<file path="config.mk">
export PLATFORM = sky130hd
export DESIGN_NAME = motor_timer_ctrl
export DESIGN_NICKNAME = d
export VERILOG_FILES = /design/src/rtl/motor_timer_ctrl.sv
export SDC_FILE = /design/constraint.sdc
export NUM_CORES = 1
export LEC_CHECK = 0
export CORE_MARGIN = 4
export CORE_UTILIZATION = 50
export DETAILED_ROUTE_END_ITERATION = 7
export GPL_ROUTABILITY_DRIVEN = 0
export GPL_TIMING_DRIVEN = 0
export PLACE_DENSITY = 0.75
export SYNTH_ARGS = -nofsm -noshare
export SYNTH_HDL_FRONTEND = slang
export SYNTH_SLANG_ARGS = --single-unit
</file>
<file path="constraint.sdc">
create_clock -name i_clk -period 3.95 [get_ports i_clk]
set_input_delay 0.395 -clock i_clk [delete_from_list [all_inputs] [get_ports i_clk]]
set_output_delay 0.395 -clock i_clk [all_outputs]
set_load 0.01 [all_outputs]
</file>
<file path="src/rtl/motor_timer_ctrl.sv">
// Fan/motor controller: four-speed FSM, preset countdown timer with a one-second
// prescaler, and a registered PWM drive whose duty tracks the speed at period boundaries.
module motor_timer_ctrl #(
  parameter int TICK_1S    = 100_000_000,
  parameter int PWM_PERIOD = 100,
  parameter int T_STEP_SEC = 60
) (
  input  logic       i_clk,
  input  logic       i_reset,
  input  logic       i_btn_speed,
  input  logic       i_btn_timer,
  input  logic       i_btn_stop,
  output logic [1:0] o_speed,
  output logic [1:0] o_timer_mode,
  output logic [8:0] o_remain_sec,
  output logic       o_pwm,
  output logic       o_running
);

  localparam int PSW = (TICK_1S > 1) ? $clog2(TICK_1S) : 1;
  localparam int PCW = (PWM_PERIOD > 1) ? $clog2(PWM_PERIOD) : 1;

  typedef enum logic [1:0] {S_OFF, S_LOW, S_MID, S_HIGH} speed_e;

  speed_e           speed_q, speed_d;
  logic [1:0]       mode_q, mode_d;
  logic [8:0]       remain_q, remain_d;
  logic [PSW-1:0]   presc_q, presc_d;
  logic [PCW-1:0]   pwm_cnt_q, duty_q, duty_new, duty_eff;
  logic             pwm_q;
  logic             tick_wrap, expire;

  function automatic logic [8:0] preset(input logic [1:0] m);
    case (m)
      2'd1:    return 9'(T_STEP_SEC);
      2'd2:    return 9'(3 * T_STEP_SEC);
      2'd3:    return 9'(5 * T_STEP_SEC);
      default: return 9'd0;
    endcase
  endfunction

  assign tick_wrap = (remain_q != 9'd0) && (presc_q == PSW'(TICK_1S - 1));
  assign expire    = tick_wrap && (remain_q == 9'd1);

  // Priority: stop > expiry > speed > timer button; losers in a cycle are dropped.
  always_comb begin
    // NOTE: every output of this block gets a default first so no latch is inferred.
    speed_d  = speed_q;
    mode_d   = mode_q;
    remain_d = remain_q;
    presc_d  = '0;
    if (remain_q != 9'd0) begin
      presc_d = tick_wrap ? '0 : presc_q + PSW'(1);
      if (tick_wrap) remain_d = remain_q - 9'd1;
    end

    if (i_btn_stop || expire) begin
      speed_d  = S_OFF;
      mode_d   = 2'd0;
      remain_d = 9'd0;
      presc_d  = '0;
    end else if (i_btn_speed) begin
      speed_d = speed_e'(speed_q + 2'd1);
      if (speed_q == S_HIGH) begin
        mode_d   = 2'd0;
        remain_d = 9'd0;
        presc_d  = '0;
      end
    end else if (i_btn_timer && speed_q != S_OFF) begin
      mode_d   = mode_q + 2'd1;
      remain_d = preset(mode_q + 2'd1);
      presc_d  = '0;
    end
  end

  always_comb begin
    case (speed_q)
      S_LOW:   duty_new = PCW'(PWM_PERIOD / 4);
      S_MID:   duty_new = PCW'(PWM_PERIOD / 2);
      S_HIGH:  duty_new = PCW'(3 * PWM_PERIOD / 4);
      default: duty_new = '0;
    endcase
  end

  // The period's first compare already sees the duty being latched at counter 0.
  assign duty_eff = (pwm_cnt_q == '0) ? duty_new : duty_q;

  always_ff @(posedge i_clk or negedge i_reset) begin
    if (!i_reset) begin
      speed_q   <= S_OFF;
      mode_q    <= 2'd0;
      remain_q  <= 9'd0;
      presc_q   <= '0;
      pwm_cnt_q <= '0;
      duty_q    <= '0;
      pwm_q     <= 1'b0;
    end else begin
      // NOTE: non-blocking assignments so every register samples pre-edge values.
      speed_q   <= speed_d;
      mode_q    <= mode_d;
      remain_q  <= remain_d;
      presc_q   <= presc_d;
      pwm_cnt_q <= (pwm_cnt_q == PCW'(PWM_PERIOD - 1)) ? '0 : pwm_cnt_q + PCW'(1);
      duty_q    <= duty_eff;
      pwm_q     <= (pwm_cnt_q < duty_eff);
    end
  end

  assign o_speed      = speed_q;
  assign o_timer_mode = mode_q;
  assign o_remain_sec = remain_q;
  assign o_pwm        = pwm_q;
  assign o_running    = (speed_q != S_OFF);

endmodule

</file>
==> reports/results.txt, run 1 <==
outcome - completed
Arrival @ worst endpoint - 2.79 ns
dpl hpwl - 4510 um
Setup Skew - 0.00948 ns
largest family of logic cells by synthesized area - simple AND/OR/NAND/NOR gates
IO buf count - 18
Max IR drop VDD - 0.000223 V
clock network fraction of design power - 30.3%
WL final - 6260 um
first-pass GRT wire length - 11,400 um
Final Critical Period - 2.57 ns
crit end category - register
Lkg Pwr - 1.54 nW
synthesized area - 0.00326 mm2
CTS sink count - 55
count of final setup violators - 0
Internal Power - 0.763 mW
Area Overhead vs Synth - 11.6%
Area contributors post-synth - dfrtp_1 42%, ha_1 8.1%, xnor2_1 6.4%
XOR/XNOR share of the synthesized area - 8.60%
synth unique cells - 48
final hold vios - 0
Ports - 20
initial antenna violation count - 0
Via density - 5.49
Worst-Margin Slew - 0.744 ns
worst hold path type - in -> async
Synth Flop Type - dfrtp_1
largest net degree at the start of global routing - 38
Post-Synthesis Cells - 336
Adder-Cell Fraction of Synth Area - 8.06%
fmax - 389 MHz
placed cell areas - 0.00355 mm2
Seq/Total Area, Yosys - 42.2%
crit path kind - reg -> reg
most common cell after layout, fill and taps aside - dfrtp_1
worst-case clock buffer depth - 2
number of synthesized flops with an enable pin - 0
clock root cell - clkbuf_8
TritonCTS clock tree - yes
Pins Over Slew Limit - 0
fin nets - 388
Num CTS Buffers - 5
Crit Path Max Fanout - 8
total number of vias - 2,408
Starting Density - 51.3%
clk slew on worst S/H paths - 0.09 ns
DIE HEIGHT - 88.8 um
Switching Power - 0.272 mW
synthesized flop and latch total - 55
Die X - 88.8 um
setup repair bufs after CTS - 0
post-synthesis simple-gate area fraction - 29.9%
DRC - 0
Sum Neg Setup Slack - 0 ns
wire per inst - 14.3 um
final worst slack - 1.38 ns
mux share of post-synthesis cell area - 0.921%
global route total overflow - 0
PwrDens - 285 mW/mm2
RSZ-0062 raised after global routing - false
Req. time, crit path - 4.17 ns
Final Cell Area - 0.00364 mm2
GRT Total Usage - 18.0%
syn_nets - 362
Ant. Diodes - 0
most frequent cells in the layout - 55 x dfrtp_1, 38 x nor2_1, 24 x nand2_1, 24 x xnor2_1
compound-gate portion of the synthesized area - 5.72%
Ys Warns - 0
Fill cells - 555
Net Sw Frac - 26.3%
area share of the largest cell type after synthesis - 42.2%
drt first-iter violations - 140
Flop pwr share - 56.4%
row cnt - 29
Slew Limit Headroom - 50.3%
FFs w/ async S/R, synth - 100%
Setup Slack @ Placement - 1.37 ns
Comb pwr share - 13.3%
layout cells sized above 1 - 13.5%
Synth area leader - dfrtp_1
Syn Area/Cell - 9.70 um2
latest clock arrival within the worst-skew pair - 0.31 ns
First-pass DRT Iterations - 7
Resized Gates After CTS - 0
die area - 0.00788 mm2
core area - 0.00635 mm2
vias in the first global route - 2,569
Final period util - 65.1%
Max Cap Viol - 0
Critical Path Start Type - register
ANT nets after route - 0
hold buffers post-CTS - 0
CTS HTree Levels - 2
-- layout make-up --
cell class	count	area [um2]	share of cell area, %
tap	77	96.3	2.65
clock buffer	6	82.6	2.27
buffer	9	71.3	1.96
multi-input combinational	251	1730	47.6
clock inverter	1	5.00	0.138
sequential	55	1380	37.8
inverter	21	78.8	2.17
timing repair buffer	19	195	5.36
-- cells by family (layout without fill, tap and decap cells) --
logic type / after synthesis / count (layout)
AND/OR/NAND/NOR: 167 / 167
flip-flops: 55 / 55
XOR/XNOR: 32 / 32
buffers and inverters: 30 / 56
AO/OA/AOI/OAI: 28 / 28
adder cells (fa/ha/maj): 21 / 21
multiplexers: 3 / 3
-- flip-flops by register name, summed over array words and instances, names as in the netlist --
signal,flops
duty_q,7
o_pwm,1
o_remain_sec,9
o_speed,2
o_timer_mode,2
presc_q,27
pwm_cnt_q,7
-- through the flow --
step           util (%)  hold WS, ns  total power, mW  instances
2_1_floorplan         -       0.0994            0.680        336
3_3_place_gp       55.7        0.454            0.729        431
3_5_place_dp       55.9        0.375            0.733        432
4_1_cts            57.3       0.0380             1.05        439
5_1_grt            57.3       0.0471             1.09        439
6_report           57.3       0.0308             1.04        439
-- power groups by stage --
stage               sequential (mW)  combinational [mW]  clock [mW]
global placement              0.595               0.134           0
global route                  0.585               0.153       0.351
detailed placement            0.595               0.138           0
CTS                           0.584               0.139       0.326
finish                        0.584               0.137       0.314
floorplan                     0.595              0.0854           0
-- synthesized netlist by cell type (2+ instances only) --
| cell | count |
|---|---|
| dfrtp_1 | 55 |
| nor2_1 | 38 |
| nand2_1 | 24 |
| xnor2_1 | 24 |
| ha_1 | 21 |
| inv_1 | 21 |
| nor3_1 | 15 |
| nand3_1 | 14 |
| nor2_2 | 12 |
| a21oi_1 | 8 |
| and4_1 | 8 |
| nor2_4 | 8 |
| xor2_1 | 8 |
| o21ai_0 | 7 |
| and3_1 | 6 |
| nand2b_1 | 6 |
| nand4_1 | 6 |
| nor4_1 | 6 |
| a211oi_1 | 5 |
| or3_1 | 4 |
| mux2i_1 | 3 |
| nor3b_1 | 3 |
| a31oi_1 | 2 |
| and2_1 | 2 |
| buf_2 | 2 |
| buf_4 | 2 |
| buf_6 | 2 |
| nor2b_1 | 2 |
| nor3_2 | 2 |
| o31a_1 | 2 |
-- path summary, 6_finish.rpt --
kind | from | endpoint | slack [ns] | cells after the start
min in group i_clk | i_btn_speed | o_speed[0] | 0.39 | 3
max in group asynchronous | i_reset | presc_q[1] | 3.36 | 2
max reg2reg | pwm_cnt_q[2] | o_pwm | 1.38 | 9
min | i_reset | presc_q[11] | 0.03 | 1
min reg2reg | duty_q[2] | duty_q[2] | 0.48 | 2
max | pwm_cnt_q[2] | o_pwm | 1.38 | 9
-- worst max-delay path, stage by stage (launching register included) --
cell	delay [ns]
dfrtp_1	0.48
nor3_1	0.30
nand3_1	0.31
or3_1	0.43
o21ai_0	0.14
ha_1	0.29
and4_1	0.19
a21oi_1	0.15
nand2_1	0.07
a21oi_1	0.14
-- metal layers --
| layer | track usage [%] | part of all wire [%] | up-vias |
|---|---|---|---|
| li1 | - | - | 1199 |
| met1 | 23.2 | 46 | 1143 |
| met2 | 30.7 | 48 | 53 |
| met3 | 3.54 | 4.0 | 13 |
| met4 | 4.95 | 1.5 | 0 |
| met5 | 0 | 0 | - |
(Power assumes the default switching activity.)
==> inputs of run 2 (changes only) <==
==> constraint.sdc (replaced) <==
create_clock -name i_clk -period 2.5 [get_ports i_clk]
set_input_delay 0.25 -clock i_clk [delete_from_list [all_inputs] [get_ports i_clk]]
set_output_delay 0.25 -clock i_clk [all_outputs]
set_load 0.01 [all_outputs]
==> run 2 against run 1 <==
- sequential share of layout area fell by 0.35 points
- total power increased by 58%
- wire length rose by 0.70%
- critical path depth unchanged
- combinational power is 60% higher
- sequential power is 58% higher
- global-route usage about the same
- worst setup slack worse by 1.2 ns
- non-clock buffer count is 1 higher
- final cell count grew 0.23%
- utilization rose by 0.59 points
- highest routed layer unchanged
==> reports/results.txt, run 2 (synthesized netlist as in run 1, its figures left out) <==
latest clock arrival within the worst-skew pair - 0.31 ns (about the same)
Comb pwr share - 13.4% (about the same)
TritonCTS clock tree - yes
layout cells sized above 1 - 14.6% (+1.1 points)
Top reg by flops - presc_q
setup repair bufs after CTS - 0 (unchanged)
Setup Slack @ Placement - -0.0843 ns (-1.45 ns)
worst hold path type - in -> reg
crit end category - register
Max Cap Viol - 0 (unchanged)
Switching Power - 0.431 mW (+59%)
Max IR drop VDD - 0.000359 V (+61%)
Die X - 88.8 um (unchanged)
CTS HTree Levels - 2 (unchanged)
DRC - 0 (unchanged)
wire per inst - 14.3 um (+0.47%)
clock network fraction of design power - 30.3% (about the same)
initial antenna violation count - 0 (unchanged)
IO buf count - 18 (unchanged)
most frequent cells in the layout - 54 x dfrtp_1, 38 x nor2_1, 24 x xnor2_1
Setup Skew - 0.00954 ns (+0.0000601 ns)
row cnt - 29 (unchanged)
Arrival @ worst endpoint - 2.52 ns (-0.27 ns)
count of final setup violators - 0 (unchanged)
Sum Neg Setup Slack - 0 ns (unchanged)
Final Critical Period - 2.31 ns (-0.255 ns)
final hold vios - 0 (unchanged)
fin nets - 389 (+0.26%)
drt first-iter violations - 185 (+32%)
Fill cells - 547 (-1.4%)
Hold WS - 0.243 ns (+0.212 ns)
DIE HEIGHT - 88.8 um (unchanged)
Req. time, crit path - 2.70 ns (-1.47 ns)
die area - 0.00788 mm2 (unchanged)
fmax - 432 MHz (+11%)
core area - 0.00635 mm2 (unchanged)
Final Total Pwr - 1.64 mW (+58%)
outcome - completed
Slew Limit Headroom - 52.2% (+2.0 points)
CTS sink count - 55 (unchanged)
GRT Total Usage - 18.0% (+0.019 points)
worst-case clock buffer depth - 2 (unchanged)
vias in the first global route - 2,581 (+0.47%)
Net Sw Frac - 26.3% (+0.045 points)
first-pass GRT wire length - 11,400 um (about the same)
final worst slack - 0.186 ns (-1.19 ns)
WL final - 6310 um (+0.70%)
First-pass DRT Iterations - 4 (-3)
global route total overflow - 0 (unchanged)
PwrDens - 446 mW/mm2 (+57%)
Worst-Margin Slew - 0.715 ns (-0.0293 ns)
RSZ-0062 raised after global routing - true
Critical Path Start Type - register
Final period util - 92.6% (+28 points)
Pins Over Slew Limit - 0 (unchanged)
Lkg Pwr - 1.54 nW (about the same)
clk slew on worst S/H paths - 0.10 ns (about the same)
most common cell after layout, fill and taps aside - dfrtp_1
total number of vias - 2,417 (+0.37%)
Num CTS Buffers - 5 (unchanged)
Internal Power - 1.21 mW (+58%)
Starting Density - 51.3% (unchanged)
max FFs per register - 27 (unchanged)
crit path kind - reg -> reg
Area Overhead vs Synth - 12.8%
Ant. Diodes - 0 (unchanged)
Via density - 5.49 (+0.15%)
Crit Path Max Fanout - 10 (+2)
Ports - 20 (unchanged)
clock root cell - clkbuf_8
dpl hpwl - 4510 um (unchanged)
Flop pwr share - 56.3% (about the same)
ANT nets after route - 0 (unchanged)
largest net degree at the start of global routing - 38 (unchanged)
run 2: timing repair:
item	4_1_cts	5_1_grt
hold endpoints to repair	18	0
endpoints found under the setup margin	1	21
resized for setup	2	4
hold buffers	1	0
run 2: worst paths after layout:
check / start / end / slack, ns / cells after the start
setup / recovery: o_speed[0] / presc_q[18] / 0.19 / 9
hold / removal: i_btn_speed / o_speed[0] / 0.24 / 3
setup reg to reg: o_speed[0] / presc_q[18] / 0.19 / 9
hold reg to reg: duty_q[2] / duty_q[2] / 0.48 / 2
max in group asynchronous: i_reset / presc_q[1] / 1.51 / 3
min in group asynchronous: i_reset / presc_q[11] / 0.42 / 2
run 2: area by class of cell:
type | instances | area, um2 | area share (%)
buffer | 9 | 71.3 | 1.94
tap | 77 | 96.3 | 2.62
sequential | 55 | 1380 | 37.5
clock buffer | 6 | 82.6 | 2.25
clock inverter | 1 | 5.00 | 0.136
multi-input combinational | 251 | 1760 | 47.9
inverter | 21 | 78.8 | 2.14
timing repair buffer | 20 | 205 | 5.58
run 2: power groups by stage:
| stage | logic [mW] | registers (mW) | clock network (mW) |
|---|---|---|---|
| after global routing | 0.244 | 0.925 | 0.554 |
| after floorplan | 0.135 | 0.940 | 0 |
| after detailed placement | 0.218 | 0.940 | 0 |
| final | 0.219 | 0.923 | 0.497 |
| after CTS | 0.221 | 0.922 | 0.515 |
| after global placement | 0.212 | 0.940 | 0 |
run 2: critical path: stages, from the launching register on:
cell and delay [ns]:
dfrtp_1 0.48, inv_1 0.10, ha_1 0.25, or3b_2 0.47
buf_2 0.19, nand2_2 0.17, or4_1 0.14, buf_4 0.16
buf_8 0.20, nor2_4 0.05
run 2: per-layer routing:
metal  vias to the layer above  track usage, %  wire length (um)
li1                       1197               -                 -
met2                        56            30.8              3080
met5                         -               0                 0
met1                      1152            23.1              2900
met4                         0            5.22                80
met3                        12            3.54               246
run 2: metrics by stage:
| stage | instances | utilization (%) | area, um2 |
|---|---|---|---|
| 2_1_floorplan | 336 | - | 3260 |
| 3_3_place_gp | 431 | 55.7 | 3540 |
| 3_5_place_dp | 432 | 55.9 | 3550 |
| 4_1_cts | 440 | 57.6 | 3660 |
| 5_1_grt | 440 | 57.9 | 3680 |
| 6_report | 440 | 57.9 | 3680 |
==> inputs of run 3 (changes only) <==
--- a/config.mk
+++ b/config.mk
@@ -5,12 +5,14 @@
 export SDC_FILE = /design/constraint.sdc
 export NUM_CORES = 1
 export LEC_CHECK = 0
+export CELL_PAD_IN_SITES_DETAIL_PLACEMENT = 0
+export CELL_PAD_IN_SITES_GLOBAL_PLACEMENT = 1
 export CORE_MARGIN = 4
-export CORE_UTILIZATION = 50
+export CORE_UTILIZATION = 47
 export DETAILED_ROUTE_END_ITERATION = 7
 export GPL_ROUTABILITY_DRIVEN = 0
 export GPL_TIMING_DRIVEN = 0
-export PLACE_DENSITY = 0.75
+export PLACE_DENSITY = 0.86
 export SYNTH_ARGS = -nofsm -noshare
 export SYNTH_HDL_FRONTEND = slang
 export SYNTH_SLANG_ARGS = --single-unit
==> run 3 against run 2 <==
- register-to-register slack gained 0.03 ns
- die area grew 5.8%
- count of clock-buffer cells in the layout shrank 1
- clock power grew 18%
- fmax grew 1.5%
- total power grew 5.3%
- sequential power is essentially flat
- critical path type unchanged
- largest cell class unchanged
- largest power group unchanged
==> reports/results.txt, run 3 (synthesized netlist as in run 1, its figures left out) <==
outcome - completed
ANT nets after route - 0 (unchanged)
GRT Total Usage - 16.6% (-1.4 points)
vias in the first global route - 2,463 (-4.6%)
drt first-iter violations - 87 (-53%)
Req. time, crit path - 2.74 ns (+0.04 ns)
Net Sw Frac - 25.3% (-1.0 points)
most common cell after layout, fill and taps aside - dfrtp_1
Max Cap Viol - 0 (unchanged)
clk slew on worst S/H paths - 0.10 ns (about the same)
Starting Density - 48.3% (-3.1 points)
CTS sink count - 55 (unchanged)
Internal Power - 1.29 mW (+6.7%)
Die X - 91.3 um (+2.9%)
Setup Skew - 0.00689 ns (-0.00265 ns)
initial antenna violation count - 0 (unchanged)
first-pass GRT wire length - 11,500 um (+0.84%)
Comb pwr share - 12.6% (-0.8 points)
Critical Path Start Type - register
latest clock arrival within the worst-skew pair - 0.31 ns (about the same)
WL final - 6180 um (-2.0%)
Via density - 5.34 (-2.7%)
Ports - 20 (unchanged)
Slew Limit Headroom - 55.8% (+3.6 points)
Num CTS Buffers - 5 (unchanged)
crit end category - register
Final Critical Period - 2.28 ns (-0.0337 ns)
Switching Power - 0.437 mW (+1.3%)
IO buf count - 18 (unchanged)
worst hold path type - in -> reg
fin nets - 389 (unchanged)
Final Util - 54.9% (-3.0 points)
layout cells sized above 1 - 15.1% (+0.51 points)
setup repair bufs after CTS - 0 (unchanged)
crit-path cells - nor3_4, nand3_4, or3_1, o21ai_0, ha_1, and4_1, a21oi_1, nand2_1, a21oi_1
max FFs per register - 27 (unchanged)
wire per inst - 13.9 um (-2.9%)
Max IR drop VDD - 0.000391 V (+8.9%)
CP peak stage delay - 0.48 ns (about the same)
Lkg Pwr - 1.55 nW (+0.63%)
PwrDens - 465 mW/mm2 (+4.4%)
die area - 0.00833 mm2 (+5.8%)
Ant. Diodes - 0 (unchanged)
largest net degree at the start of global routing - 40 (+5.3%)
DIE HEIGHT - 91.3 um (+2.9%)
count of final setup violators - 0 (unchanged)
dpl hpwl - 4590 um (+1.9%)
Area Overhead vs Synth - 13.7%
crit-path most repeated cell - a21oi_1
total number of vias - 2,372 (-1.9%)
CTS HTree Levels - 2 (unchanged)
Hold WS - 0.241 ns (-0.00257 ns)
row cnt - 30 (+3.4%)
final hold vios - 0 (unchanged)
crit path kind - reg -> reg
TritonCTS clock tree - yes
First-pass DRT Iterations - 4 (unchanged)
Crit Path Max Fanout - 8 (-2)
Pins Over Slew Limit - 0 (unchanged)
Top reg by flops - presc_q
clock network fraction of design power - 33.9% (+3.6 points)
RSZ-0062 raised after global routing - false
crit path max-delay cell type - dfrtp_2
worst-case clock buffer depth - 2 (unchanged)
Final period util - 91.2% (-1.3 points)
core area - 0.00676 mm2 (+6.4%)
most frequent cells in the layout - 53 x dfrtp_1, 38 x nor2_1, 24 x xnor2_1
clock root cell - clkbuf_8
Worst-Margin Slew - 0.662 ns (-0.0533 ns)
global route total overflow - 0 (unchanged)
fmax - 438 MHz (+1.5%)
Arrival @ worst endpoint - 2.52 ns (about the same)
DRC - 0 (unchanged)
Flop pwr share - 53.5% (-2.8 points)
-- run 3: cell count changes in the layout (fill, tap and decap cells not counted) --
cell | before | now
bufinv_16 | 0 | 1
dfrtp_1 | 54 | 53
clkbuf_8 | 6 | 5
clkinv_4 | 0 | 1
dfrtp_2 | 1 | 2
-- run 3: timing repair --
item                                   CTS  global route
setup endpoints to repair                1            21
resized for setup                        2             5
hold buffers                             1             0
endpoints found under the hold margin   16             0
-- run 3: critical path, delay by kind of cell (launching register included) --
family,cells,cell delay [ns]
flops,1,0.48
compound gates,3,0.41
fa+ha+maj,1,0.28
simple gates,5,1.04
-- run 3: area by class of cell --
cell class	count	area, um2
sequential	55	1380
clock buffer	5	68.8
timing repair buffer	20	205
multi-input combinational	251	1760
inverter	21	78.8
tap	80	100
fill	631	3050
clock inverter	3	43.8
buffer	9	71.3
-- run 3: routing by layer --
layer | part of all wire [%] | track usage (%) | wire length, um
met1 | 46 | 22.0 | 2860
met3 | 2.6 | 2.73 | 162
met4 | 0.79 | 4.27 | 49
met5 | 0 | 0 | 0
met2 | 50 | 28.1 | 3110
-- run 3: path summary, 6_finish.rpt --
| kind | startpoint | to | slack, ns | cells after the start |
|---|---|---|---|---|
| max in group asynchronous | i_reset | o_speed[0] | 1.55 | 3 |
| hold reg to reg | duty_q[2] | duty_q[2] | 0.48 | 2 |
| setup reg to reg | pwm_cnt_q[2] | o_pwm | 0.22 | 9 |
| hold / removal | i_btn_speed | o_speed[0] | 0.24 | 3 |
| min in group asynchronous | i_reset | pwm_cnt_q[1] | 0.40 | 2 |
| setup / recovery | pwm_cnt_q[2] | o_pwm | 0.22 | 9 |
-- run 3: power groups by stage --
| stage | registers, mW | clock network, mW | logic, mW |
|---|---|---|---|
| after floorplan | 0.940 | 0 | 0.135 |
| after global placement | 0.939 | 0 | 0.214 |
| after detailed placement | 0.939 | 0 | 0.219 |
| after CTS | 0.922 | 0.612 | 0.222 |
| after global routing | 0.926 | 0.644 | 0.248 |
| final | 0.922 | 0.585 | 0.218 |
-- run 3: per-stage QoR --
stage          setup WS (ns)  power (mW)  instance area (um2)  TNS, ns  std cells
6_report               0.219        1.73                 3710        0        444
5_1_grt               0.0183        1.82                 3710        0        444
4_1_cts               0.0632        1.76                 3690        0        444
3_5_place_dp         -0.0740        1.16                 3560  -0.0740        435
3_3_place_gp          -0.547        1.15                 3540   -29.96        434
2_1_floorplan          0.313        1.07                 3260        0        336
==> RTL edit: new RTL, config.mk and constraints of run 3 <==
Change the parameter `PWM_PERIOD` from 100 to 50.
--- a/src/rtl/motor_timer_ctrl.sv
+++ b/src/rtl/motor_timer_ctrl.sv
@@ -4,3 +4,3 @@
   parameter int TICK_1S    = 100_000_000,
-  parameter int PWM_PERIOD = 100,
+  parameter int PWM_PERIOD = 50,
   parameter int T_STEP_SEC = 60
Behaviour: no difference found for any inputs over 10 cycles, from zero or initial values and one cycle with i_reset low; that may be too few to reach the edited logic, so the function may still have changed.
==> RTL edit against run 3 <==
- final cell count decreased by 6.5%
- core utilization increased by 2.9 points
- non-clock buffer count increased by 5
- highest routed layer unchanged
- first-iteration DRC count shrank 6.9%
- final area decreased by 6.2%
- clock skew shrank 3.1 ps
- power fell by 5.9%
- area after synthesis fell by 8.9%
- sequential cell count is 2 lower
- critical path type unchanged
- setup slack worse by 220 ps
- synthesized cell count is 8.0% lower
- routed wire length down 12%
- clock power shrank 3%
==> RTL edit: results (changes against run 3) <==
stage,metric,value,unit,change
grt,largest net degree at the start of global routing,41,,was 40
grt,vias in the first global route,2153,,was 2463
grt,first-pass GRT wire length,9.58,mm,was 11.5 mm
detailed_routing,initial DRC count,81,,was 87
placed_design,dpl cell area,3260,µm²,was 3560 µm²
placed_design,Detailed Place HPWL,3.84,mm,was 4.59 mm
yosys,Area contributors post-synth,"dfrtp_1, ha_1, xnor2_1",,unchanged
setup_path,arrival time at the worst endpoint,2720,ps,was 2520 ps
finish,fill cell count,550,,was 631
finish,share of cells above drive strength 1,13.2,%,was 15.1%
yosys,"Seq/Total Area, Yosys",44.6,%,was 42.2%
setup_path,"critical path fanouts, max",4,,was 8
worst_hold_path,HP Class,input port to async pin,,was input port to flop
finish,# diodes,0,,unchanged
detailed_routing,overall routed net length,5.41,mm,was 6.18 mm
sta,Tcrit/Tclk final,99.9,%,was 91.2%
sta,clk_skew,3.84,ps,was 6.89 ps
placed_design,Port Buffers,18,,unchanged
pwr,leakage power,1.45,nW,was 1.55 nW
placed_design,dpl ws,-235,ps,was -74.0 ps
sta,relative slew slack,73.1,%,was 55.8%
placed_design,Cells after DPL,403,,was 435
detailed_routing,Via-to-Cell Ratio,5.23,,was 5.34
floorplan,Die Wd,87.5,µm,was 91.3 µm
yosys,synth cell count leaders,"dfrtp_1, nor2_1, inv_1",,"was dfrtp_1, nor2_1, nand2_1, xnor2_1"
grt,Global Route Usage Sum,15.7,%,was 16.6%
finish,Non-Filler Instances,415,,was 444
pwr,Max rail drop VDD,0.256,mV,was 0.391 mV
status,status,"complete, no violations",,unchanged
[RTL edit: area by class of cell]
type | instances | area share [%]
flip-flops and latches | 53 | 38.2
clock inverters | 2 | 1.01
plain buffers | 8 | 1.29
inverters | 25 | 2.70
clock buffers | 5 | 1.98
multi-input cells | 221 | 44.9
well taps | 75 | 2.70
repair buffers | 26 | 7.19
[RTL edit: kinds of logic (layout without fill, tap and decap cells)]
group                    after synthesis  after routing  synth area share (%)
multiplexers                           5              5                  1.81
adder cells (fa/ha/maj)               21             21                  8.84
buffers and inverters                 35             66                  4.42
flip-flops                            53             53                  44.6
AO/OA/AOI/OAI                         37             37                  7.92
XOR/XNOR                              28             28                  8.25
AND/OR/NAND/NOR                      130            130                  24.1
[RTL edit: final timing paths]
check	cells after the start	slack [ps]	startpoint	end
min in group i_clk	3	420	i_btn_speed	o_speed[1]
setup / recovery	10	2	pwm_cnt_q[5]	o_pwm
hold / removal	2	370	i_reset	presc_q[22]
hold reg to reg	1	490	duty_q[0]	duty_q[0]
setup reg to reg	10	2	pwm_cnt_q[5]	o_pwm
max in group asynchronous	3	1600	i_reset	pwm_cnt_q[2]
[RTL edit: layer usage]
metal,global-route usage [%],up-vias,wire [µm]
met2,25.8,27,2550
met3,3.50,10,160
met5,0,-,0
met4,6.14,0,88
li1,-,1114,-
met1,20.0,1021,2620
[RTL edit: report_power, final]
part | switching (mW) | internal, mW
Sequential | 0.0189 | 0.870
Combinational | 0.0974 | 0.0692
Clock | 0.276 | 0.291
Total | 0.392 | 1.23
[RTL edit: critical path, stage by stage (launching register included)]
cell and delay [ps]:
dfrtp_2 430, nor4_2 260, and2_4 180, buf_8 100
mux2_4 300, inv_2 60, ha_4 190, a21o_1 180
a21oi_2 140, or3b_1 360, a31oi_2 200
[RTL edit: what timing repair did]
action / CTS / global route
pin swaps: 5 / 5
hold endpoints to repair: 13 / 0
setup endpoints to repair: 27 / 27
buffers inserted: 4 / 2
gates resized for setup: 12 / 9
hold buffers: 1 / 0
[RTL edit: through the flow]
step	hold WS, ps	utilization (%)	total power, mW
finish	367	57.7	1.62
global route	395	57.7	1.70
CTS	372	57.1	1.64
detailed placement	178	54.1	1.07
global placement	463	53.9	1.06
floorplan	-45.6	-	0.994
